**config.mk**
```make
export PLATFORM = sky130hd
export DESIGN_NAME = instr_sequencer
export DESIGN_NICKNAME = d
export VERILOG_FILES = /design/src/rtl/instr_sequencer_pkg.sv /design/src/rtl/instr_sequencer_prefetch_buf.sv /design/src/rtl/instr_sequencer.sv
export SDC_FILE = /design/constraint.sdc
export NUM_CORES = 1
export LEC_CHECK = 0
export ABC_CLOCK_PERIOD_IN_PS = 3100
export CORE_MARGIN = 5
export CORE_UTILIZATION = 51
export CTS_BUF_LIST = sky130_fd_sc_hd__clkbuf_16
export DETAILED_ROUTE_END_ITERATION = 16
export GPL_TIMING_DRIVEN = 1
export PLACE_DENSITY = 0.79
export SYNTH_ARGS = -nofsm -noshare
export SYNTH_HDL_FRONTEND = slang
export SYNTH_HIERARCHICAL = 1
export SYNTH_SLANG_ARGS = --single-unit
export TNS_END_PERCENT = 1
```
**constraint.sdc**
```tcl
create_clock -name clk -period 3.1 [get_ports clk]
set_clock_uncertainty 0.05 [all_clocks]
set_input_delay 0.31 -clock clk [delete_from_list [all_inputs] [get_ports clk]]
set_output_delay 0.31 -clock clk [all_outputs]
set_load 0.05 [all_outputs]
```
**src/rtl/instr_sequencer_pkg.sv**
```systemverilog
// Shared types and constants for the instruction sequencer.
// Class encodings, FSM states and per-class hold lengths.
package instr_sequencer_pkg;

  localparam logic [1:0] CLS_HALT  = 2'b00;
  localparam logic [1:0] CLS_STD   = 2'b01;
  localparam logic [1:0] CLS_LOAD  = 2'b10;
  localparam logic [1:0] CLS_STORE = 2'b11;

  localparam int STD_CYCLES   = 3;
  localparam int LOAD_CYCLES  = 4;
  localparam int STORE_CYCLES = 3;

  localparam int CNT_BITS = 3;
  localparam logic [CNT_BITS-1:0] CNT_ONE = 3'd1;

  typedef enum logic [2:0] {
    S_IDLE,
    S_FETCH0,
    S_PRIME,
    S_ISSUE,
    S_HALT
  } state_t;

  function automatic logic [CNT_BITS-1:0] hold_cycles(
    input logic [1:0] cls
  );
    logic [CNT_BITS-1:0] n;
    n = '0;
    case (cls)
      CLS_STD:   n = CNT_BITS'(STD_CYCLES);
      CLS_LOAD:  n = CNT_BITS'(LOAD_CYCLES);
      CLS_STORE: n = CNT_BITS'(STORE_CYCLES);
      default:   n = '0;
    endcase
    return n;
  endfunction

endpackage

```
**src/rtl/instr_sequencer_prefetch_buf.sv**
```systemverilog
// One-entry prefetch buffer with fetch pointer and
// the single-outstanding req/ack handshake.
module instr_prefetch_buf #(
  parameter int INSTR_WIDTH = 20,
  parameter int PC_BITS     = 5
) (
  input  logic                   clk,
  input  logic                   rst,
  input  logic                   launch,
  input  logic                   consume,
  input  logic                   flush,
  output logic                   imem_req,
  output logic [PC_BITS-1:0]     imem_addr,
  input  logic [INSTR_WIDTH-1:0] imem_rdata,
  input  logic                   imem_ack,
  output logic                   hit,
  output logic [INSTR_WIDTH-1:0] word
);

  localparam logic [PC_BITS-1:0] PC_ONE = PC_BITS'(1);

  logic [INSTR_WIDTH-1:0] buf_q;
  logic                   buf_v;
  logic [PC_BITS-1:0]     fptr;
  logic                   ack_ok;

  // an ack only counts against a live request
  assign ack_ok = imem_ack & imem_req;
  assign hit    = buf_v | ack_ok;
  assign word   = buf_v ? buf_q : imem_rdata;

  // handshake, fetch pointer and buffer capture
  always_ff @(posedge clk) begin
    if (rst) begin
      imem_req  <= 1'b0;
      imem_addr <= '0;
      fptr      <= '0;
      buf_q     <= '0;
      buf_v     <= 1'b0;
    end else if (flush) begin
      imem_req <= 1'b0;
      buf_v    <= 1'b0;
    end else begin
      if (launch) begin
        imem_req  <= 1'b1;
        imem_addr <= fptr;
        fptr      <= fptr + PC_ONE;
      end else if (ack_ok) begin
        imem_req <= 1'b0;
      end
      if (consume) begin
        buf_v <= 1'b0;
      end else if (ack_ok) begin
        buf_v <= 1'b1;
        buf_q <= imem_rdata;
      end
    end
  end

endmodule

```
**src/rtl/instr_sequencer.sv**
```systemverilog
// Fetch/issue sequencer: holds each instruction for
// its class length and prefetches one word ahead.
module instr_sequencer
  import instr_sequencer_pkg::*;
#(
  parameter int INSTR_WIDTH = 20,
  parameter int PC_BITS     = 5,
  parameter int RET_BITS    = 16
) (
  input  logic                   clk,
  input  logic                   rst,
  input  logic                   run,
  output logic                   imem_req,
  output logic [PC_BITS-1:0]     imem_addr,
  input  logic [INSTR_WIDTH-1:0] imem_rdata,
  input  logic                   imem_ack,
  output logic [INSTR_WIDTH-1:0] instr,
  output logic [PC_BITS-1:0]     pc,
  output logic                   busy,
  output logic                   halted,
  output logic                   underrun,
  output logic [RET_BITS-1:0]    retired
);

  localparam logic [PC_BITS-1:0]  PC_ONE  = PC_BITS'(1);
  localparam logic [RET_BITS-1:0] RET_ONE = RET_BITS'(1);

  state_t                 state;
  logic [CNT_BITS-1:0]    cnt;
  logic                   hit;
  logic [INSTR_WIDTH-1:0] word;
  logic [1:0]             word_cls;
  logic [1:0]             instr_cls;
  logic                   boundary;
  logic                   go;
  logic                   launch;
  logic                   consume;
  logic                   flush;
  logic [RET_BITS-1:0]    ret_inc;

  assign word_cls  = word[INSTR_WIDTH-1 -: 2];
  assign instr_cls = instr[INSTR_WIDTH-1 -: 2];
  assign boundary  = (state == S_ISSUE) && (cnt == CNT_ONE);
  assign go        = boundary && run && hit
                     && (word_cls != CLS_HALT);
  assign launch    = ((state == S_IDLE) && run)
                     || (state == S_PRIME) || go;
  assign consume   = ((state == S_FETCH0) && hit)
                     || (boundary && run && hit);
  assign flush     = ((state == S_FETCH0) && hit
                      && (word_cls == CLS_HALT))
                     || (boundary && !go);
  assign ret_inc   = (&retired) ? retired
                                : retired + RET_ONE;

  instr_prefetch_buf #(
    .INSTR_WIDTH (INSTR_WIDTH),
    .PC_BITS     (PC_BITS)
  ) u_pfb (
    .clk        (clk),
    .rst        (rst),
    .launch     (launch),
    .consume    (consume),
    .flush      (flush),
    .imem_req   (imem_req),
    .imem_addr  (imem_addr),
    .imem_rdata (imem_rdata),
    .imem_ack   (imem_ack),
    .hit        (hit),
    .word       (word)
  );

  // sequencer FSM with registered outputs
  always_ff @(posedge clk) begin
    if (rst) begin
      state    <= S_IDLE;
      cnt      <= '0;
      instr    <= '0;
      pc       <= '0;
      busy     <= 1'b0;
      halted   <= 1'b0;
      underrun <= 1'b0;
      retired  <= '0;
    end else begin
      unique case (state)
        S_IDLE: begin
          if (run) state <= S_FETCH0;
        end
        S_FETCH0: begin
          if (hit) begin
            if (word_cls == CLS_HALT) begin
              state  <= S_HALT;
              halted <= 1'b1;
            end else begin
              instr <= word;
              pc    <= '0;
              busy  <= 1'b1;
              state <= S_PRIME;
            end
          end
        end
        S_PRIME: begin
          cnt   <= hold_cycles(instr_cls);
          state <= S_ISSUE;
        end
        S_ISSUE: begin
          if (!boundary) begin
            cnt <= cnt - CNT_ONE;
          end else begin
            retired <= ret_inc;
            if (go) begin
              instr <= word;
              pc    <= pc + PC_ONE;
              cnt   <= hold_cycles(word_cls);
            end else begin
              state    <= S_HALT;
              instr    <= '0;
              busy     <= 1'b0;
              halted   <= 1'b1;
              underrun <= run & ~hit;
            end
          end
        end
        S_HALT: begin
          state <= S_HALT;
        end
        default: state <= S_IDLE;
      endcase
    end
  end

endmodule
```
# After elaboration in Yosys (flattened, before gate mapping)
# Index checks and enable logic that the tools add are counted.
# totals
register_bits	82
input_bits	24
output_inout_bits	50
# op_classes
bitwise	8
n_addsub	4
eq_ne	19
muxes	34
n_reduce_logical	34
# op_table
op	count
two-way mux 20 bit	5
case mux 20 bit (2 select lines)	1
two-way mux 3 bit	7
two-way mux 5 bit	4
case mux 3 bit (2 select lines)	3
adder 16 x 1 -> 16 bit (second input constant)	1
AND reduction 16 bit	1
case mux 3 bit (5 select lines)	1
AND reduction 5 bit	3
!= test 2 bit (second input constant)	6
adder 5 x 1 -> 5 bit (second input constant)	2
two-way mux 1 bit	10
case mux 5 bit (2 select lines)	1
AND reduction 3 bit	3
== test 2 bit (second input constant)	4
logical AND 1 bit	8
AND reduction 4 bit	2
nonzero test 2 bit	4
== test 3 x 1 -> 1 bit (second input constant)	2
== test 3 x 2 -> 1 bit (second input constant)	2
OR reduction 2 bit	3
NOT 1 bit	5
== test 2 x 1 -> 1 bit (second input constant)	2
logical OR 1 bit	4
12 further kinds	15

# Longest topological paths before layout
# depth
ltp_word	10
depth_mapped	10

# By module
# The synthesis kept the hierarchy.
# by_module_without_submodules
module	area_each_um2	cells_each	instances
instr_sequencer	2280.9	251	1
instr_prefetch_buf	1412.6	165	1

# Worst setup path before layout
# Ideal clock, no wire load.
# synth_timing
path_type	reg2reg
startpoint	register u_pfb.imem_req
endpoint	register u_pfb.fptr[4]
path_stages_with_launch	9
setup_slack_ns	0.690
path_buffers	1
arrival_time_ns	2.237
path_cell_list	dfxtp_1 -> a21o_1 -> o211a_1 -> nand3_1 -> a21oi_1 -> nor2b_1 -> buf_2 -> nand4_1 -> mux2_1
# synth_rtl
element	line	source
start: declaration	instr_sequencer_prefetch_buf.sv:12	output logic imem_req,
start signal: assignment	instr_sequencer_prefetch_buf.sv:35	imem_req <= 1'b0;
start signal: assignment	instr_sequencer_prefetch_buf.sv:41	imem_req <= 1'b0;
start signal: assignment	instr_sequencer_prefetch_buf.sv:45	imem_req <= 1'b1;
AND 1 bit	instr_sequencer_prefetch_buf.sv:28	assign ack_ok = imem_ack & imem_req;
OR 1 bit	instr_sequencer_prefetch_buf.sv:29	assign hit = buf_v | ack_ok;
via hit	instr_sequencer.sv:30	logic hit;
logical AND 1 bit	instr_sequencer.sv:44	assign go = boundary && run && hit
logical AND 1 bit	instr_sequencer.sv:45	&& (word_cls != CLS_HALT);
logical OR 1 bit	instr_sequencer.sv:47	|| (state == S_PRIME) || go;
via launch	instr_sequencer.sv:36	logic launch;
AND reduction 2 bit (no source line)	--	
end signal: assignment	instr_sequencer_prefetch_buf.sv:47	fptr <= fptr + PC_ONE;
end: declaration	instr_sequencer_prefetch_buf.sv:24	logic [PC_BITS-1:0] fptr;
# The timed path passes the listed nets, and every way through them passes these cells.
# A chain may end at the register's enable or synchronous reset.

# Worst setup path in the final report
# layout_timing
startpoint	register u_pfb.buf_v
endpoint	register u_pfb.fptr[3]
# layout_rtl
element	line	source
start: declaration	instr_sequencer_prefetch_buf.sv:23	logic buf_v;
start signal: assignment	instr_sequencer_prefetch_buf.sv:39	buf_v <= 1'b0;
start signal: assignment	instr_sequencer_prefetch_buf.sv:42	buf_v <= 1'b0;
start signal: assignment	instr_sequencer_prefetch_buf.sv:52	buf_v <= 1'b0;
two-way mux 20 bit	instr_sequencer_prefetch_buf.sv:30	assign word = buf_v ? buf_q : imem_rdata;
via word[19]	instr_sequencer.sv:31	logic [INSTR_WIDTH-1:0] word;
nonzero test 2 bit	instr_sequencer.sv:45	
logical AND 1 bit	instr_sequencer.sv:45	
logical OR 1 bit	instr_sequencer.sv:47	
via launch	instr_sequencer.sv:36	
AND reduction 2 bit (no source line)	--	
# The timed path passes the listed nets, and every way through them passes these cells.

==> summary.md <==
| Metric | Value |
|---|---|
| Final ANT Viol Nets | 0 |
| Area Growth Syn to Fin | 29.9% |
| Die area | 9040 um2 |
| Grt ovf | 0 |
| Critical Path Source Type | flop |
| Crit Reg-Reg Startpoint | u_pfb/buf_v$_SDFFE_PP0P_ |
| Final wirelength | 9040 um |
| Crit-path most repeated cell | a21oi_1 |
| Power per Cell Area | 500 nW/um2 |
| Asr flop ratio synth | 0 |
| Switching pwr | 0.588 mW |
| CTS tree | built |
| Min-delay src | rst |
| Die width | 95.1 um |
| Final core utilization | 0.673 |
| Cells after Synth | 416 |
| TNS Setup | 0 ns |
| Synth top cells by count | 82 x dfxtp_1, 67 x nand2_1, 44 x a21oi_1 |
| RSZ-0062 raised after global routing | no |
| Switching Fraction | 0.245 |
| Final Cycle Share | 0.812 |
| Main synth FF type | dfxtp_1 |
| GRT Total Usage | 0.204 |
| Seq pwr share | 0.463 |
| Root buf cell | clkbuf_16 |
| Final Cell Area | 4800 um2 |
| Setup bufs post-CTS | 0 |
| Placed cells | 575 |
| CP max stage delay | 0.54 ns |
| Slew headroom | 0.463 |
| Period minus WS final | 2.52 ns |
| CP arrival | 2.73 ns |
| Clock slew seen by the registers of the worst setup and hold paths | 0.06 ns |
| Dpl cell area | 4510 um2 |
| Share of layout cells above drive strength 1 | 0.118 |
| Vias in the first global route | 3146 |
| Tot Pwr | 2.40 mW |
| Syn avg cell area | 8.88 um2 |
| Mapped Area | 3690 um2 |
| Critical path capture point type | flop |
| Total I/O pin count | 74 |
| Combinational group share of total power | 0.111 |
| R2R setup slack | 0.58 ns |
| Post-synth top area share | 0.444 |
| Post-CTS Hold Fix Bufs | 0 |
| Number of synthesized flops with an enable pin | 0 |
| Area leader, netlist | dfxtp_1 |
| Clock sink count | 82 |
| Pin count of the biggest net entering global routing | 62 |
| RD Place Congestion | 0.919 |
| H-Tree Depth | 3 |
| Non-Filler Instances | 591 |
| Cell Chain, Critical Path | mux2_2 > o211a_1 > nand3_1 > a21oi_1 > nand2b_1 > or3_1 > a21oi_1 |
| Fmax | 0.397 GHz |
| Via/cell ratio | 5.69 |
| Die span in y | 95.1 um |
| Detailed Routing Iterations Pass 1 | 4 |
| Crit-path slowest cell | dfxtp_1 |
| Hold Path Depth | 3 |
| Outcome | complete, no violations |
| ANT cells | 0 |
| Yosys warns | 6 |
| Clk pwr share | 0.426 |
| Residual DRC count | 0 |
| Synthesized flop and latch total | 82 |
| Num rows | 31 |
| Worst r2r dst | u_pfb/fptr[3]$_SDFFE_PP0P_ |
| Yosys cell types | 51 |
| FF-to-FF path depth | 7 |
| Leak | 1.70 nW |
| Final hold vios | 0 |
| # nets final | 516 |
| Setup violations, final | 0 |
| Worst hold endpoint | halted$_SDFFE_PP0P_ |
| Worst Path Required | 3.31 ns |
| Initial core utilization | 0.518 |
| Peak VDD IR | 0.342 mV |
| Initial antenna violation count | 0 |
| Port buffer count | 73 |
| Final Slew Violations | 0 |
| WL/cell | 15.3 um |
| First-pass GRT wire length | 14700 um |
| Post_cts resized | 0 |
| Top post-synthesis cells by area | dfxtp_1 44%, mux2_2 7.9%, nand2_1 6.8% |
| Seq/Total Area, Yosys | 0.444 |
| Core area | 7140 um2 |
| Num CTS Buffers | 9 |
| Worst hold-check path type | in -> reg |
| Via count | 3363 |
| Int Power | 1.81 mW |
| Count leader, synth | dfxtp_1 |
| Post-Synthesis Net Count | 445 |
| Filler Cells Inserted | 582 |
| CP Max Fanout | 9 |
| Initial drt markers | 171 |
| Slew of the pin with the lowest slew margin | 0.798 ns |
| Clk buf depth | 2 |
| Critical path class | reg -> reg |
| Worst-Skew Late Latency | 0.33 ns |
| DP HPWL | 6080 um |
| Max-Cap Viols | 0 |
power by group through the flow:
stage          combinational [mW]  clock [mW]  sequential (mW)
2_1_floorplan               0.150           0             1.16
3_3_place_gp                0.257           0             1.13
3_5_place_dp                0.262           0             1.13
4_1_cts                     0.265        1.04             1.11
5_1_grt                     0.288        1.09             1.12
6_report                    0.266        1.02             1.11
worst max path at each step:
stage,from,end,slack (ns),cells after the start
3_5_place_dp,imem_ack,u_pfb/fptr[3]$_SDFFE_PP0P_,0.38,8
6_report,u_pfb/buf_v$_SDFFE_PP0P_,u_pfb/fptr[3]$_SDFFE_PP0P_,0.58,7
2_1_floorplan,u_pfb/imem_req$_SDFFE_PP0P_,u_pfb/fptr[4]$_SDFFE_PP0P_,0.69,8
5_1_grt,u_pfb/buf_v$_SDFFE_PP0P_,instr[8]$_SDFFE_PP0P_,0.35,6
3_3_place_gp,imem_ack,u_pfb/fptr[3]$_SDFFE_PP0P_,0.46,8
4_1_cts,u_pfb/buf_v$_SDFFE_PP0P_,u_pfb/fptr[3]$_SDFFE_PP0P_,0.59,7
sequential cells by signal, summed over array words and instances (netlist names):
register	flops
instr	20
u_pfb/buf_q	20
retired	16
pc	5
u_pfb/fptr	5
u_pfb/imem_addr	5
cnt	3
state	3
busy	1
halted	1
u_pfb/buf_v	1
u_pfb/imem_req	1
underrun	1
through the flow:
stage                     hold WS, ns  worst slack (ns)
after floorplan                 0.383             0.690
after global placement          0.389             0.461
after detailed placement        0.396             0.377
after CTS                       0.352             0.593
after global routing            0.366             0.349
final                           0.356             0.582
cell usage in the layout (no fill, tap or decap), types with 6 or more instances in the layout:
| cell type | instances |
|---|---|
| dfxtp_1 | 82 |
| clkdlybuf4s50_1 | 72 |
| nand2_1 | 67 |
| a21oi_1 | 44 |
| mux2_2 | 26 |
| nor2_1 | 21 |
| a22o_1 | 20 |
| nand3_1 | 14 |
| inv_1 | 12 |
| o21ai_0 | 11 |
| buf_4 | 11 |
| nor2b_1 | 9 |
| clkbuf_16 | 9 |
| nor3_1 | 7 |
| nand4_1 | 7 |
| a211oi_1 | 6 |
layer usage:
metal / routed length, um / track usage
met1: 4100 / 0.258
met2: 4360 / 0.338
met3: 455 / 0.0513
met4: 130 / 0.0721
met5: 0 / 0
kinds of logic (layout without fill, tap and decap cells):
family	after synthesis	in the layout	share of synthesized area
multiplexers	29	29	0.0877
XOR/XNOR	4	4	0.00949
adder cells (fa/ha/maj)	5	5	0.0169
AO/OA/AOI/OAI	103	103	0.182
AND/OR/NAND/NOR	158	158	0.216
flip-flops	82	82	0.444
buffers and inverters	35	111	0.0434
worst max-delay path: cells and delay by family, from the launching register on:
family	cells	cell delay [ns]
AOI/OAI and AO/OA	3	0.80
and+or+nand+nor	3	0.76
DFF	1	0.54
muxes	1	0.30
final cells by class:
cell class | count | area [um2] | area share
tap | 99 | 124 | 0.0258
multi-input combinational | 299 | 1900 | 0.395
inverter | 11 | 41.3 | 0.00860
clock buffer | 9 | 225 | 0.0469
clock inverter | 7 | 61.3 | 0.0128
timing repair buffer | 84 | 808 | 0.168
sequential | 82 | 1640 | 0.342
Power figures use the tool's default switching activity.
